`src/rtl/mfp_ahb_lite_master.sv`:
```
// AHB-Lite initiator: single commands in, pipelined SINGLE transfers out, in-order responses.
// Handles wait states, two-cycle ERROR with cancel-and-replay, and local misalignment errors.
module mfp_ahb_lite_master #(
  parameter logic [3:0] HPROT_VALUE = 4'b0011
) (
  input  logic        HCLK,
  input  logic        HRESETn,

  input  logic        cmd_valid,
  output logic        cmd_ready,
  input  logic        cmd_write,
  input  logic [31:0] cmd_addr,
  input  logic [2:0]  cmd_size,
  input  logic [31:0] cmd_wdata,

  output logic        rsp_valid,
  output logic [31:0] rsp_rdata,
  output logic        rsp_error,
  output logic        idle,

  output logic [31:0] HADDR,
  output logic [2:0]  HBURST,
  output logic        HMASTLOCK,
  output logic [3:0]  HPROT,
  output logic [2:0]  HSIZE,
  output logic [1:0]  HTRANS,
  output logic [31:0] HWDATA,
  output logic        HWRITE,
  input  logic [31:0] HRDATA,
  input  logic        HREADY,
  input  logic        HRESP
);

  // Address stage
  logic        a_valid;
  logic        a_lerr;
  logic [31:0] a_addr;
  logic [2:0]  a_size;
  logic        a_write;
  logic [31:0] a_wdata;
  logic        a_replay;

  // Data stage
  logic        d_valid;
  logic        d_lerr;
  logic        d_write;

  logic        err1;
  logic        cmd_misaligned;
  logic        d_err;

  assign err1      = d_valid & ~HREADY & HRESP;
  assign cmd_ready = HREADY & ~err1 & ~a_replay;
  assign d_err     = HRESP | d_lerr;

  always_comb begin
    cmd_misaligned = 1'b0;
    unique case (cmd_size)
      3'd0:    cmd_misaligned = 1'b0;
      3'd1:    cmd_misaligned = cmd_addr[0];
      3'd2:    cmd_misaligned = (cmd_addr[1:0] != 2'b00);
      default: cmd_misaligned = 1'b1;
    endcase
  end

  assign HADDR     = a_addr;
  assign HSIZE     = a_size;
  assign HWRITE    = a_write;
  assign HTRANS    = (a_valid & ~a_lerr) ? 2'b10 : 2'b00;
  assign HBURST    = 3'b000;
  assign HMASTLOCK = 1'b0;
  assign HPROT     = HPROT_VALUE;

  assign idle = ~a_valid & ~d_valid & ~a_replay & ~rsp_valid;

  always_ff @(posedge HCLK or negedge HRESETn) begin
    if (!HRESETn) begin
      a_valid   <= 1'b0;
      a_lerr    <= 1'b0;
      a_addr    <= 32'h0;
      a_size    <= 3'd0;
      a_write   <= 1'b0;
      a_wdata   <= 32'h0;
      a_replay  <= 1'b0;
      d_valid   <= 1'b0;
      d_lerr    <= 1'b0;
      d_write   <= 1'b0;
      HWDATA    <= 32'h0;
      rsp_valid <= 1'b0;
      rsp_rdata <= 32'h0;
      rsp_error <= 1'b0;
    end else if (HREADY) begin
      d_valid <= a_valid;
      d_lerr  <= a_lerr;
      d_write <= a_write;
      HWDATA  <= a_wdata;

      // Replay reissues the cancelled transfer from the retained A contents.
      if (a_replay) begin
        a_valid  <= 1'b1;
        a_replay <= 1'b0;
      end else if (cmd_valid && cmd_ready) begin
        a_valid <= 1'b1;
        a_lerr  <= cmd_misaligned;
        a_addr  <= cmd_addr;
        a_size  <= cmd_size;
        a_write <= cmd_write;
        a_wdata <= cmd_wdata;
      end else begin
        a_valid <= 1'b0;
      end

      if (d_valid) begin
        rsp_valid <= 1'b1;
        rsp_error <= d_err;
        rsp_rdata <= (!d_write && !d_err) ? HRDATA : 32'h0;
      end else begin
        rsp_valid <= 1'b0;
        rsp_error <= 1'b0;
        rsp_rdata <= 32'h0;
      end
    end else begin
      rsp_valid <= 1'b0;
      rsp_error <= 1'b0;
      rsp_rdata <= 32'h0;
      // First ERROR cycle: cancel a pending bus transfer so HTRANS is IDLE next cycle.
      if (err1 && a_valid && !a_lerr) begin
        a_valid  <= 1'b0;
        a_replay <= 1'b1;
      end
    end
  end

endmodule

```
`config.mk`:
```
export PLATFORM = sky130hd
export DESIGN_NAME = mfp_ahb_lite_master
export DESIGN_NICKNAME = d
export VERILOG_FILES = /design/src/rtl/mfp_ahb_lite_master.sv
export SDC_FILE = /design/constraint.sdc
export NUM_CORES = 1
export LEC_CHECK = 0
export ABC_AREA = 1
export BUFFER_PORTS_ARGS = -buffer_cell sky130_fd_sc_hd__buf_2
export CORE_ASPECT_RATIO = 2
export CORE_UTILIZATION = 50
export DETAILED_ROUTE_END_ITERATION = 10
export GPL_ROUTABILITY_DRIVEN = 0
export PLACE_DENSITY = 0.83
export SYNTH_ARGS = -nofsm -noshare
export SYNTH_HDL_FRONTEND = slang
export SYNTH_SLANG_ARGS = --single-unit
```
`constraint.sdc`:
```
create_clock -name HCLK -period 1.7 [get_ports HCLK]
set_clock_uncertainty 0.05 [all_clocks]
set_input_delay 0.34 -clock HCLK [delete_from_list [all_inputs] [get_ports HCLK]]
set_output_delay 0.34 -clock HCLK [all_outputs]
set_load 0.02 [all_outputs]
```
==> flow_metrics.tcl <==
set metrics [dict create \
    yosys_register_bits 140 \
    clk_pin_slew_worst_paths_ns 0.06 \
    r2r-end "a_wdata[4]" \
    hp-class "in2reg" \
    antenna_found_initial 0 \
    final_common_cell "nand2_1" \
    cts_buffers 17 \
    status "finished with violations" \
    clock-root-buffer "clkbuf_16" \
    fillers 860 \
    core_um2 10400 \
    syn_area_per_cell_um2 9.20 \
    violations "setup timing" \
    max_freq_mhz 585 \
    clockBufferDepth 2 \
    maxCapViolations 0 \
    ys_types 18 \
    grt_use_total_pct 25.3 \
    yosysWarnings 0 \
    r2r-start "a_replay" \
    syn_area_um2 5340 \
    cp_cell_sequence "nor4_2 > buf_4" \
    placed_cell_area_um2 6490 \
    multi_input_area_um2 1520 \
    startpoint "rsp_valid" \
    clk_latency_ns 0.41 \
    power_leakage_uw 0.00419 \
    portBuffers 209 \
    final-seq-area_um2 3500 \
    grt_max_degree 41 \
    drc_errors 0 \
    cts.htree.levels 4 \
    slowest_delay_ns 0.40 \
    fin_setup_tns_ns -0.00864 \
    period_share_pct 101 \
    stdcell_area_um2 7140 \
    rsz0062_at_grt "true" \
    critPathCapture "idle" \
    ant_nets 0 \
    grt-ovfl-total 0 \
    cp.required_ns 1.31 \
    critPathArrivalTime_ns 1.32 \
    whs_ns 0.0750 \
    setup_violations 1 \
    wl_per_cell_um 14.3 \
    cts_tree "built" \
    fp-row-count 53 \
    drv_slew 0 \
    ys_seq_area_share_pct 65.7 \
    timing.final.ws_setup_ns -0.00864 \
    r2r_setup_slack_ns 0.35 \
    area_delta_synth_final_pct 33.7 \
    die_area_um2 11100 \
    start_util_pct 51.3 \
    chipHeight_um 148 \
    irDropWorstVdd_mv 0.771 \
    synth_cells 580 \
    r2r_cells 6 \
    drt_iter0_markers 225 \
    slowest_stage "dfrtp_1" \
    p_per_area_nw_per_um2 1310 \
    first_global_vias 4561 \
    startpoint_type "register" \
    io_pins 219 \
    via_per_inst 4.78 \
    layout_min_cycle_time_ns 1.71 \
    layout_common_cells "nand2_1, buf_2, dfrtp_1, nor2_1, clkbuf_16" \
    finalHoldViolations 0 \
    grt_pass1_wl_um 20900 \
    vias 4520 \
    cp_max_fo 2 \
    antenna_cells 0 \
    end_kind "output port" \
    crit_type "reg2out" \
    dr.pass1.iters 4 \
    dp_hpwl_um 9520 \
    cts_sinks 140 \
    drive_gt1_share_pct 32.4 \
    final_util_pct 68.5 \
    routed_wl_um 13500 \
    fin_nets 902 \
    die_w_um 75.1 \
]
registers in the layout (all words and copies together), names as in the netlist, 3 cells and up:
register   count
a_wdata       32
rsp_rdata     32
HWDATA        32
HSIZE          3
HADDR         32
where the power goes:
group | internal [uW] | leakage [uW] | total (uW) | switching, uW
Sequential | 3760 | 0.00179 | 4000 | 239
Clock | 2380 | 0.000294 | 3740 | 1360
Combinational | 554 | 0.00210 | 1590 | 1040
worst min path at each step:
stage | startpoint | end | slack (ns) | depth (start not counted)
CTS | cmd_addr[4] | HADDR[4] | 0.06 | 3
detailed placement | HRESETn | rsp_rdata[14] | 0.20 | 1
global route | cmd_addr[19] | HADDR[19] | 0.07 | 3
floorplan | HRESETn | HADDR[0] | -0.006 | 0
global placement | HRESETn | HWDATA[29] | 0.19 | 1
finish | cmd_addr[4] | HADDR[4] | 0.08 | 3
through the flow:
step / setup slack (ns) / std cells / total power, uW
after floorplan: 0.195 / 587 / 4960
after global placement: 0.240 / 911 / 5560
after detailed placement: 0.173 / 911 / 5630
after CTS: -0.0293 / 944 / 9420
after global routing: -0.0243 / 946 / 9750
final: -0.00864 / 946 / 9340
worst max-delay path: cells and delay by family, from the launching register on:
kind | cells | cell delay, ns
DFF | 1 | 0.40
buffers and inverters | 1 | 0.19
and+or+nand+nor | 1 | 0.31
synthesized netlist by cell type:
cell      number  area [um2]
o21ai_1        4        20.0
buf_4         17         128
inv_2          3        11.3
buf_1          2        7.51
nor4_1         1        6.26
nand2_1      336        1260
dfrtp_1      140        3500
o22ai_1        1        6.26
inv_1         11        41.3
buf_2          5        25.0
clkbuf_1       2        7.51
buf_6         11         124
nand4_1        1        6.26
conb_1         2        7.51
nand3_2        1        10.0
o21ai_0        5        25.0
nor2_1        35         131
nand3_1        3        15.0
cell type report:
cell class	count	area share, %
inverter	14	0.736
clock inverter	10	1.95
multi-input combinational	396	21.3
timing repair buffer	228	18.0
clock buffer	21	6.45
sequential	140	49.1
tap	137	2.40
per-layer routing:
metal  track usage [%]  part of all wire [%]  up-vias
li1                  -                     -     2148
met1              26.8                    36     2151
met2              44.1                    55      185
met3              6.91                   5.5       36
met4              13.1                   3.0        0
met5                 0                     0        -
cell families after synthesis:
kind of cell,after synthesis,synth area share [%]
compound gates,10,0.961
other cells,2,0.141
simple gates,377,26.8
flops,140,65.7
buf+inv,51,6.45
timing repair:
item	4_1_cts	5_1_grt
pin swaps	1	1
hold buffers	1	0
endpoints found under the hold margin	30	0
setup buffers	1	2
setup endpoints to repair	1	2
gates resized for setup	1	2
Power figures use the tool's default switching activity.
